===== config.mk =====
export PLATFORM = sky130hd
export DESIGN_NAME = re_name_gen_flat
export DESIGN_NICKNAME = d
export VERILOG_FILES = /design/src/rtl/re_name_gen_if.sv /design/src/rtl/re_name_gen.sv /design/src/flat_wrapper.sv
export SDC_FILE = /design/constraint.sdc
export NUM_CORES = 2
export LEC_CHECK = 0
export BUFFER_PORTS_ARGS = -buffer_cell sky130_fd_sc_hd__buf_2
export CAP_MARGIN = 30
export CORE_ASPECT_RATIO = 0.8
export CORE_UTILIZATION = 50
export CTS_BUF_LIST = sky130_fd_sc_hd__clkbuf_16
export DETAILED_ROUTE_END_ITERATION = 8
export PLACE_DENSITY = 0.66
export SYNTH_ARGS = -nofsm -noshare
export SYNTH_HDL_FRONTEND = slang
export SYNTH_SLANG_ARGS = --single-unit

===== constraint.sdc =====
create_clock -name clk_i -period 13.3 [get_ports clk_i]
set_clock_uncertainty 0.1 [all_clocks]
set_input_delay 2.66 -clock clk_i [delete_from_list [all_inputs] [get_ports clk_i]]
set_output_delay 2.66 -clock clk_i [all_outputs]
set_load 0.1 [all_outputs]

===== src/rtl/re_name_gen_if.sv =====
// Issue/commit bundle between the scoreboard (master) and the generation renamer (slave).
// Signal names keep the renamer's point of view: *_i flows into the renamer, *_o flows out.
//   issue_valid_i / issue_ack_i / issue_ack_o : per-slot in-order issue handshake
//   rs1_i, rs2_i, rs3_i, rd_i (+ *_fpr_i, rs3_valid_i) : architectural operands per slot
//   rs1_o, rs2_o, rs3_o, rd_o : renamed tags {gen, addr} per slot
//   commit_valid_i / commit_rd_i / commit_rd_fpr_i : writer retirement ports
interface re_name_gen_if #(
    parameter int unsigned ISSUE_WIDTH  = 2,
    parameter int unsigned COMMIT_PORTS = 2,
    parameter int unsigned NAME_BITS    = 2
) ();
    localparam int unsigned TW = 5 + NAME_BITS;

    logic [ISSUE_WIDTH-1:0]     issue_valid_i;
    logic [ISSUE_WIDTH-1:0]     issue_ack_i;
    logic [ISSUE_WIDTH-1:0]     issue_ack_o;
    logic [ISSUE_WIDTH*5-1:0]   rs1_i;
    logic [ISSUE_WIDTH*5-1:0]   rs2_i;
    logic [ISSUE_WIDTH*5-1:0]   rs3_i;
    logic [ISSUE_WIDTH*5-1:0]   rd_i;
    logic [ISSUE_WIDTH-1:0]     rs1_fpr_i;
    logic [ISSUE_WIDTH-1:0]     rs2_fpr_i;
    logic [ISSUE_WIDTH-1:0]     rd_fpr_i;
    logic [ISSUE_WIDTH-1:0]     rs3_valid_i;
    logic [ISSUE_WIDTH*TW-1:0]  rs1_o;
    logic [ISSUE_WIDTH*TW-1:0]  rs2_o;
    logic [ISSUE_WIDTH*TW-1:0]  rs3_o;
    logic [ISSUE_WIDTH*TW-1:0]  rd_o;
    logic [COMMIT_PORTS-1:0]    commit_valid_i;
    logic [COMMIT_PORTS*5-1:0]  commit_rd_i;
    logic [COMMIT_PORTS-1:0]    commit_rd_fpr_i;

    modport master (
        output issue_valid_i, issue_ack_i, rs1_i, rs2_i, rs3_i, rd_i,
        output rs1_fpr_i, rs2_fpr_i, rd_fpr_i, rs3_valid_i,
        output commit_valid_i, commit_rd_i, commit_rd_fpr_i,
        input  issue_ack_o, rs1_o, rs2_o, rs3_o, rd_o
    );

    modport slave (
        input  issue_valid_i, issue_ack_i, rs1_i, rs2_i, rs3_i, rd_i,
        input  rs1_fpr_i, rs2_fpr_i, rd_fpr_i, rs3_valid_i,
        input  commit_valid_i, commit_rd_i, commit_rd_fpr_i,
        output issue_ack_o, rs1_o, rs2_o, rs3_o, rd_o
    );
endinterface


===== src/rtl/re_name_gen.sv =====
// Multi-issue generation renamer. Every GPR/FPR keeps a NAME_BITS generation counter and an
// in-flight writer count; issuing a writer bumps both, commits decrement the count, and a slot
// stalls when its new generation would alias a writer still in flight.
// Ports:
//   clk_i, rst_ni       clock, asynchronous active-low reset
//   flush_i             clear all generations, counts and underflow_o on the next edge
//   flush_unissued_i    block issue-side table updates this cycle (commits still apply)
//   bus (slave)         issue handshake, operands, renamed tags, commit ports
//   underflow_o         sticky: a commit arrived for a register with no writer in flight
//   stall_cnt_o         saturating count of cycles with a stalled, otherwise ready slot
//                       (present only when RE_NAME_GEN_STATS_EN is defined)
module re_name_gen #(
    parameter int unsigned ISSUE_WIDTH   = 2,
    parameter int unsigned COMMIT_PORTS  = 2,
    parameter int unsigned NAME_BITS     = 2,
    parameter int unsigned ENABLE_RENAME = 1
) (
    input  logic         clk_i,
    input  logic         rst_ni,
    input  logic         flush_i,
    input  logic         flush_unissued_i,
    re_name_gen_if.slave bus,
    output logic         underflow_o
`ifdef RE_NAME_GEN_STATS_EN
    ,
    output logic [31:0]  stall_cnt_o
`endif
);
    localparam int unsigned TW  = 5 + NAME_BITS;
    localparam int          MAX = (1 << NAME_BITS) - 1;
    localparam bit          EN  = (ENABLE_RENAME != 0);

    typedef logic [NAME_BITS-1:0] gen_t;
    typedef logic [NAME_BITS:0]   cnt_t;

    gen_t gen_q [2][32];
    gen_t gen_d [2][32];
    cnt_t cnt_q [2][32];
    cnt_t cnt_d [2][32];
    logic underflow_q, underflow_d;

    logic [ISSUE_WIDTH-1:0] wr;      // slot writes a renamable register
    logic [ISSUE_WIDTH-1:0] stall;
    logic [ISSUE_WIDTH-1:0] ack;
    gen_t                   rd_gen [ISSUE_WIDTH];

    function automatic logic is_x0(input logic f, input logic [4:0] a);
        return !f && (a == 5'd0);
    endfunction

    // Acceptance chain and destination generations. Lower slots are resolved first so a later
    // slot sees both the forwarded generation and the extra in-flight writers of its predecessors.
    always_comb begin : accept_comb
        logic        prev;
        logic        f;
        logic [4:0]  a;
        gen_t        g;
        int          eff;
        wr    = '0;
        stall = '0;
        ack   = '0;
        prev  = 1'b1;
        f     = 1'b0;
        a     = '0;
        g     = '0;
        eff   = 0;
        for (int unsigned i = 0; i < ISSUE_WIDTH; i++) begin
            rd_gen[i] = '0;
        end
        for (int unsigned i = 0; i < ISSUE_WIDTH; i++) begin
            f     = bus.rd_fpr_i[i];
            a     = bus.rd_i[i*5 +: 5];
            wr[i] = !is_x0(f, a);
            g     = gen_q[f][a];
            eff   = int'(cnt_q[f][a]);
            for (int unsigned j = 0; j < ISSUE_WIDTH; j++) begin
                if (j < i && ack[j] && wr[j] && bus.rd_fpr_i[j] == f &&
                    bus.rd_i[j*5 +: 5] == a) begin
                    g   = rd_gen[j];
                    eff = eff + 1;
                end
            end
            for (int unsigned k = 0; k < COMMIT_PORTS; k++) begin
                if (bus.commit_valid_i[k] && bus.commit_rd_fpr_i[k] == f &&
                    bus.commit_rd_i[k*5 +: 5] == a) begin
                    eff = eff - 1;
                end
            end
            stall[i]  = EN && wr[i] && (eff >= MAX);
            ack[i]    = bus.issue_valid_i[i] && bus.issue_ack_i[i] && prev && !stall[i];
            prev      = ack[i];
            rd_gen[i] = (EN && wr[i]) ? gen_t'(g + gen_t'(1)) : '0;
        end
    end

    // Source tags: table generation, overridden by the last accepted lower writer of the same reg.
    always_comb begin : source_comb
        logic        f;
        logic [4:0]  a;
        logic        use_gen;
        gen_t        g;
        bus.rs1_o = '0;
        bus.rs2_o = '0;
        bus.rs3_o = '0;
        bus.rd_o  = '0;
        f         = 1'b0;
        a         = '0;
        use_gen   = 1'b0;
        g         = '0;
        for (int unsigned i = 0; i < ISSUE_WIDTH; i++) begin
            for (int unsigned op = 0; op < 3; op++) begin
                case (op)
                    0: begin
                        f       = bus.rs1_fpr_i[i];
                        a       = bus.rs1_i[i*5 +: 5];
                        use_gen = 1'b1;
                    end
                    1: begin
                        f       = bus.rs2_fpr_i[i];
                        a       = bus.rs2_i[i*5 +: 5];
                        use_gen = 1'b1;
                    end
                    default: begin
                        f       = 1'b1;
                        a       = bus.rs3_i[i*5 +: 5];
                        use_gen = bus.rs3_valid_i[i];
                    end
                endcase
                g = gen_q[f][a];
                for (int unsigned j = 0; j < ISSUE_WIDTH; j++) begin
                    if (j < i && ack[j] && wr[j] && bus.rd_fpr_i[j] == f &&
                        bus.rd_i[j*5 +: 5] == a) begin
                        g = rd_gen[j];
                    end
                end
                if (!EN || is_x0(f, a) || !use_gen) begin
                    g = '0;
                end
                case (op)
                    0:       bus.rs1_o[i*TW +: TW] = {g, a};
                    1:       bus.rs2_o[i*TW +: TW] = {g, a};
                    default: bus.rs3_o[i*TW +: TW] = {g, a};
                endcase
            end
            bus.rd_o[i*TW +: TW] = {rd_gen[i], bus.rd_i[i*5 +: 5]};
        end
        bus.issue_ack_o = ack;
    end

    // Table update: per register, net = +accepted issues - commits, clamped at zero.
    always_comb begin : table_comb
        logic        f;
        logic [4:0]  a;
        gen_t        g;
        int          net;
        gen_d       = gen_q;
        cnt_d       = cnt_q;
        underflow_d = underflow_q;
        f           = 1'b0;
        a           = '0;
        g           = '0;
        net         = 0;
        if (flush_i) begin
            gen_d       = '{default: '0};
            cnt_d       = '{default: '0};
            underflow_d = 1'b0;
        end else if (EN) begin
            for (int unsigned fi = 0; fi < 2; fi++) begin
                for (int unsigned ai = 0; ai < 32; ai++) begin
                    f = fi[0];
                    a = ai[4:0];
                    if (!is_x0(f, a)) begin
                        net = int'(cnt_q[f][a]);
                        g   = gen_q[f][a];
                        if (!flush_unissued_i) begin
                            for (int unsigned i = 0; i < ISSUE_WIDTH; i++) begin
                                if (ack[i] && wr[i] && bus.rd_fpr_i[i] == f &&
                                    bus.rd_i[i*5 +: 5] == a) begin
                                    net = net + 1;
                                    g   = rd_gen[i];
                                end
                            end
                        end
                        for (int unsigned k = 0; k < COMMIT_PORTS; k++) begin
                            if (bus.commit_valid_i[k] && bus.commit_rd_fpr_i[k] == f &&
                                bus.commit_rd_i[k*5 +: 5] == a) begin
                                net = net - 1;
                            end
                        end
                        if (net < 0) begin
                            net         = 0;
                            underflow_d = 1'b1;
                        end
                        gen_d[f][a] = g;
                        cnt_d[f][a] = cnt_t'(net);
                    end
                end
            end
        end
    end

    always_ff @(posedge clk_i or negedge rst_ni) begin
        if (!rst_ni) begin
            gen_q       <= '{default: '0};
            cnt_q       <= '{default: '0};
            underflow_q <= 1'b0;
        end else begin
            gen_q       <= gen_d;
            cnt_q       <= cnt_d;
            underflow_q <= underflow_d;
        end
    end

    assign underflow_o = underflow_q;

`ifdef RE_NAME_GEN_STATS_EN
    logic [31:0] stall_cnt_q, stall_cnt_d;
    logic        stall_any;

    always_comb begin
        stall_any   = |(bus.issue_valid_i & bus.issue_ack_i & stall);
        stall_cnt_d = stall_cnt_q;
        if (stall_any && stall_cnt_q != 32'hFFFF_FFFF) begin
            stall_cnt_d = stall_cnt_q + 32'd1;
        end
    end

    // Only reset clears the statistic; flush_i intentionally leaves it alone.
    always_ff @(posedge clk_i or negedge rst_ni) begin
        if (!rst_ni) begin
            stall_cnt_q <= '0;
        end else begin
            stall_cnt_q <= stall_cnt_d;
        end
    end

    assign stall_cnt_o = stall_cnt_q;
`endif
endmodule


===== src/flat_wrapper.sv =====
// flat-port wrapper written by rule: the top's interface ports become plain ports
module re_name_gen_flat 
#(
    parameter int unsigned ISSUE_WIDTH   = 2,
    parameter int unsigned COMMIT_PORTS  = 2,
    parameter int unsigned NAME_BITS     = 2,
    parameter int unsigned ENABLE_RENAME = 1
)
  (clk_i, rst_ni, flush_i, flush_unissued_i, underflow_o, bus_issue_valid_i, bus_issue_ack_i, bus_rs1_i, bus_rs2_i, bus_rs3_i, bus_rd_i, bus_rs1_fpr_i, bus_rs2_fpr_i, bus_rd_fpr_i, bus_rs3_valid_i, bus_commit_valid_i, bus_commit_rd_i, bus_commit_rd_fpr_i, bus_issue_ack_o, bus_rs1_o, bus_rs2_o, bus_rs3_o, bus_rd_o);
  re_name_gen_if #(.ISSUE_WIDTH(ISSUE_WIDTH), .COMMIT_PORTS(COMMIT_PORTS), .NAME_BITS(NAME_BITS)) bus_i ();
  input  logic clk_i;
  input  logic rst_ni;
  input  logic flush_i;
  input  logic flush_unissued_i;
  output logic underflow_o;
  input wire logic [$bits(bus_i.issue_valid_i)-1:0] bus_issue_valid_i;
  input wire logic [$bits(bus_i.issue_ack_i)-1:0] bus_issue_ack_i;
  input wire logic [$bits(bus_i.rs1_i)-1:0] bus_rs1_i;
  input wire logic [$bits(bus_i.rs2_i)-1:0] bus_rs2_i;
  input wire logic [$bits(bus_i.rs3_i)-1:0] bus_rs3_i;
  input wire logic [$bits(bus_i.rd_i)-1:0] bus_rd_i;
  input wire logic [$bits(bus_i.rs1_fpr_i)-1:0] bus_rs1_fpr_i;
  input wire logic [$bits(bus_i.rs2_fpr_i)-1:0] bus_rs2_fpr_i;
  input wire logic [$bits(bus_i.rd_fpr_i)-1:0] bus_rd_fpr_i;
  input wire logic [$bits(bus_i.rs3_valid_i)-1:0] bus_rs3_valid_i;
  input wire logic [$bits(bus_i.commit_valid_i)-1:0] bus_commit_valid_i;
  input wire logic [$bits(bus_i.commit_rd_i)-1:0] bus_commit_rd_i;
  input wire logic [$bits(bus_i.commit_rd_fpr_i)-1:0] bus_commit_rd_fpr_i;
  output wire logic [$bits(bus_i.issue_ack_o)-1:0] bus_issue_ack_o;
  output wire logic [$bits(bus_i.rs1_o)-1:0] bus_rs1_o;
  output wire logic [$bits(bus_i.rs2_o)-1:0] bus_rs2_o;
  output wire logic [$bits(bus_i.rs3_o)-1:0] bus_rs3_o;
  output wire logic [$bits(bus_i.rd_o)-1:0] bus_rd_o;
  assign bus_i.issue_valid_i = bus_issue_valid_i;
  assign bus_i.issue_ack_i = bus_issue_ack_i;
  assign bus_i.rs1_i = bus_rs1_i;
  assign bus_i.rs2_i = bus_rs2_i;
  assign bus_i.rs3_i = bus_rs3_i;
  assign bus_i.rd_i = bus_rd_i;
  assign bus_i.rs1_fpr_i = bus_rs1_fpr_i;
  assign bus_i.rs2_fpr_i = bus_rs2_fpr_i;
  assign bus_i.rd_fpr_i = bus_rd_fpr_i;
  assign bus_i.rs3_valid_i = bus_rs3_valid_i;
  assign bus_i.commit_valid_i = bus_commit_valid_i;
  assign bus_i.commit_rd_i = bus_commit_rd_i;
  assign bus_i.commit_rd_fpr_i = bus_commit_rd_fpr_i;
  assign bus_issue_ack_o = bus_i.issue_ack_o;
  assign bus_rs1_o = bus_i.rs1_o;
  assign bus_rs2_o = bus_i.rs2_o;
  assign bus_rs3_o = bus_i.rs3_o;
  assign bus_rd_o = bus_i.rd_o;
  re_name_gen #(.ISSUE_WIDTH(ISSUE_WIDTH), .COMMIT_PORTS(COMMIT_PORTS), .NAME_BITS(NAME_BITS), .ENABLE_RENAME(ENABLE_RENAME)) u_core (.clk_i(clk_i), .rst_ni(rst_ni), .flush_i(flush_i), .flush_unissued_i(flush_unissued_i), .bus(bus_i), .underflow_o(underflow_o));
endmodule

==> results_dict.tcl <==
set metrics [dict create \
    worstHoldPathCells 2 \
    power_switching_share 0.431 \
    io_pins 129 \
    postCtsHoldBufs 0 \
    rsz_0062_raised_after_global_routing "yes" \
    worst_slew_margin_rel 0.165 \
    clock_insertion_delay_at_the_later_pin_of_the_skew_report_ns 0.66 \
    cts.sinks 316 \
    tritoncts.num_buffers 44 \
    timing.hold.worst_endpoint "u_core.gen_q[113]$_DFFE_PN0P_" \
    fmaxAchievable_mhz 76.6 \
    hold_viol 0 \
    post_synth_inst_count 6105 \
    power-per-cell-area_mw_per_mm2 72.2 \
    min_period_over_period 0.981 \
    grt_max_degree 119 \
    place_worst_setup_slack_ns -0.456 \
    seq_area_frac_synth 0.159 \
    via_count 56600 \
    path_common_cell "ha_1" \
    tritoncts "built" \
    worstHoldPathType "flop to flop" \
    final_number_of_max_transition_violations 0 \
    max_slew.worst_pin.slew_ns 1.25 \
    drive_above_1_share 0.200 \
    clockBufferDepth 3 \
    worst_setup_path_end_kind "primary output" \
    synth-warning-count 0 \
    total_leakage_power_nw 21.7 \
    cts-root-buf "clkbuf_16" \
    finalCriticalPeriod_ns 13.05 \
    share_clk_of_total_power 0.332 \
    detail-route-antenna-nets 0 \
    cp_max_fo 21 \
    synth_ff_type "dfrtp_1" \
    global_route_wire_length_before_repair_um 384000 \
    syn_nets 6439 \
    place_area_mm2 0.0535 \
    final_core_util 0.567 \
    synth-seq-cells 316 \
    pwr-share-seq 0.304 \
    timing.hold.worst.start "u_core.gen_q[113]$_DFFE_PN0P_" \
    critical_path.startpoint_type "primary input" \
    drc_errors 4 \
    setup.reg_to_reg.worst_slack_ns 2.06 \
    internal-power_w 0.00227 \
    run_status "finished with violations" \
    cap_violations 0 \
    switching_component_of_the_power_w 0.00172 \
    gp_congestion 1.17 \
    cp.required_ns 10.54 \
    drt_iter0_markers 9980 \
    io_buffer_count 128 \
    p_total_w 0.00399 \
    place_hpwl_um 214000 \
    htree_levels 2 \
    nNetsFinal 6582 \
    grt.total_usage 0.536 \
    asyncSetResetFlopFracSynth 1.00 \
    core_region_area_mm2 0.0976 \
    antenna_found_initial 26 \
    ir_drop_v 0.000112 \
    grt-ovfl-total 0 \
    post-synth-top-area-fraction 0.159 \
    synthMostInstantiatedCell "nand2_1" \
    critPathSlowestCell "or4b_2" \
    r2r.worst_path.cells 43 \
    critical_path_class "primary input to primary output" \
    post_syn_area_mm2 0.0496 \
    violations_in_the_final_reports "design-rule violations" \
    die_width_um 354 \
    routed_wirelength_um 280000 \
    number_of_global_route_vias_before_repair 50500 \
    max_stage_delay_ns 0.63 \
    detail_route.wl_per_cell_um 36.7 \
    via_per_inst 7.43 \
    syn_avg_cell_area_um2 8.13 \
    initial_utilization 0.508 \
    synth.top_cells.by_count "nand2_1, nor2_1, xnor2_1" \
    worst_ep_arrival_time_ns 10.29 \
    die_height_um 284 \
    combinationalPowerShare 0.364 \
    synth_edf_count 0 \
    drt-pass1-iter-count 9 \
    rows 102 \
    path_clk_slew_ns 0.06 \
    netlist.top_cell.by_area "dfrtp_1" \
    postLayoutCellArea_mm2 0.0553 \
    final-setup-viol-count 0 \
    post_synth_main_area_contributors "dfrtp_1, mux4_2, ha_1" \
    reg2reg_end "u_core.underflow_o$_DFFE_PN0P_" \
    die_outline_area_mm2 0.101 \
    worst_hold_slack_ns 0.539 \
    synth.distinct_cells 119 \
    growth_of_design_area_from_synthesis_to_finish_pct 11.4 \
    worst_slack_ns 0.249 \
    worstReg2RegStart "u_core.cnt_q[159]$_DFF_PN0_" \
]
layout by cell type, fill, tap and decap left out, drive strengths merged, types with 235 or more instances in the layout:
cell / synthesis / routed
nand2: 811 / 811
nor2: 698 / 698
buf: 207 / 569
xnor2: 371 / 371
mux4: 317 / 317
dfrtp: 316 / 316
a21oi: 286 / 286
ha: 264 / 264
xor2: 244 / 244
nor3: 235 / 235
state kept, by name (all words and copies together) (netlist names):
| name | flops |
|---|---|
| u_core.gen_q | 126 |
| u_core.underflow_o | 1 |
| u_core.cnt_q | 189 |
stage by stage:
stage | instances | setup TNS (ns)
after floorplan | 6105 | 0
after global routing | 7584 | -0.0183
final | 7611 | 0
after CTS | 7568 | 0
after detailed placement | 7486 | -0.463
after global placement | 7477 | -0.407
layer usage:
metal	vias up	GRT usage	wire [um]
met5	-	0.0343	917
met3	1051	0.338	54600
met4	40	0.319	21100
met2	5117	0.656	99700
li1	22900	-	-
met1	27400	0.688	103000
timing repair:
action / 4_1_cts / 5_1_grt
gates resized for setup: 1 / 6
setup endpoints to repair: 1 / 2
buffers inserted: 0 / 6
pin swaps: 0 / 2
cells by family after synthesis:
logic type	share of synthesized area
AO/OA/AOI/OAI	0.151
XOR/XNOR	0.110
adder cells (fa/ha/maj)	0.0667
buffers and inverters	0.0494
flip-flops	0.159
multiplexers	0.204
AND/OR/NAND/NOR	0.259
worst max-delay path by stage:
stage	start	to	slack, ns	cells after the start
6_report	bus_rd_fpr_i[0]	bus_issue_ack_o[1]	0.25	33
5_1_grt	bus_rd_fpr_i[0]	u_core.underflow_o$_DFFE_PN0P_	-0.02	47
4_1_cts	bus_rd_i[0]	bus_issue_ack_o[1]	0.15	35
3_5_place_dp	bus_rd_i[0]	u_core.underflow_o$_DFFE_PN0P_	-0.46	47
3_3_place_gp	bus_rd_i[0]	u_core.underflow_o$_DFFE_PN0P_	-0.41	44
2_1_floorplan	bus_rd_i[2]	bus_issue_ack_o[1]	0.85	39
worst max-delay path, delay by kind of cell:
kind,cells,cell delay (ns)
buffers and inverters,4,0.73
AOI/OAI and AO/OA,9,2.15
and+or+nand+nor,12,2.49
muxes,4,1.15
adders and majority gates,4,1.03
area by class of cell:
type,count,area [um^2]
tap,1300,1630
sequential,316,7910
antenna,27,67.6
clock buffer,45,1130
timing repair buffer,571,4450
multi-input combinational,5242,39500
fill,9021,42300
inverter,73,279
clock inverter,37,385
power groups by stage:
stage	combinational, W	clock [W]	sequential [W]
floorplan	0.000891	0	0.00110
global placement	0.00134	0	0.00120
detailed placement	0.00136	0	0.00120
CTS	0.00137	0.00132	0.00118
global route	0.00148	0.00136	0.00120
finish	0.00145	0.00133	0.00121
Note: power is estimated with default switching activity, not from simulation.
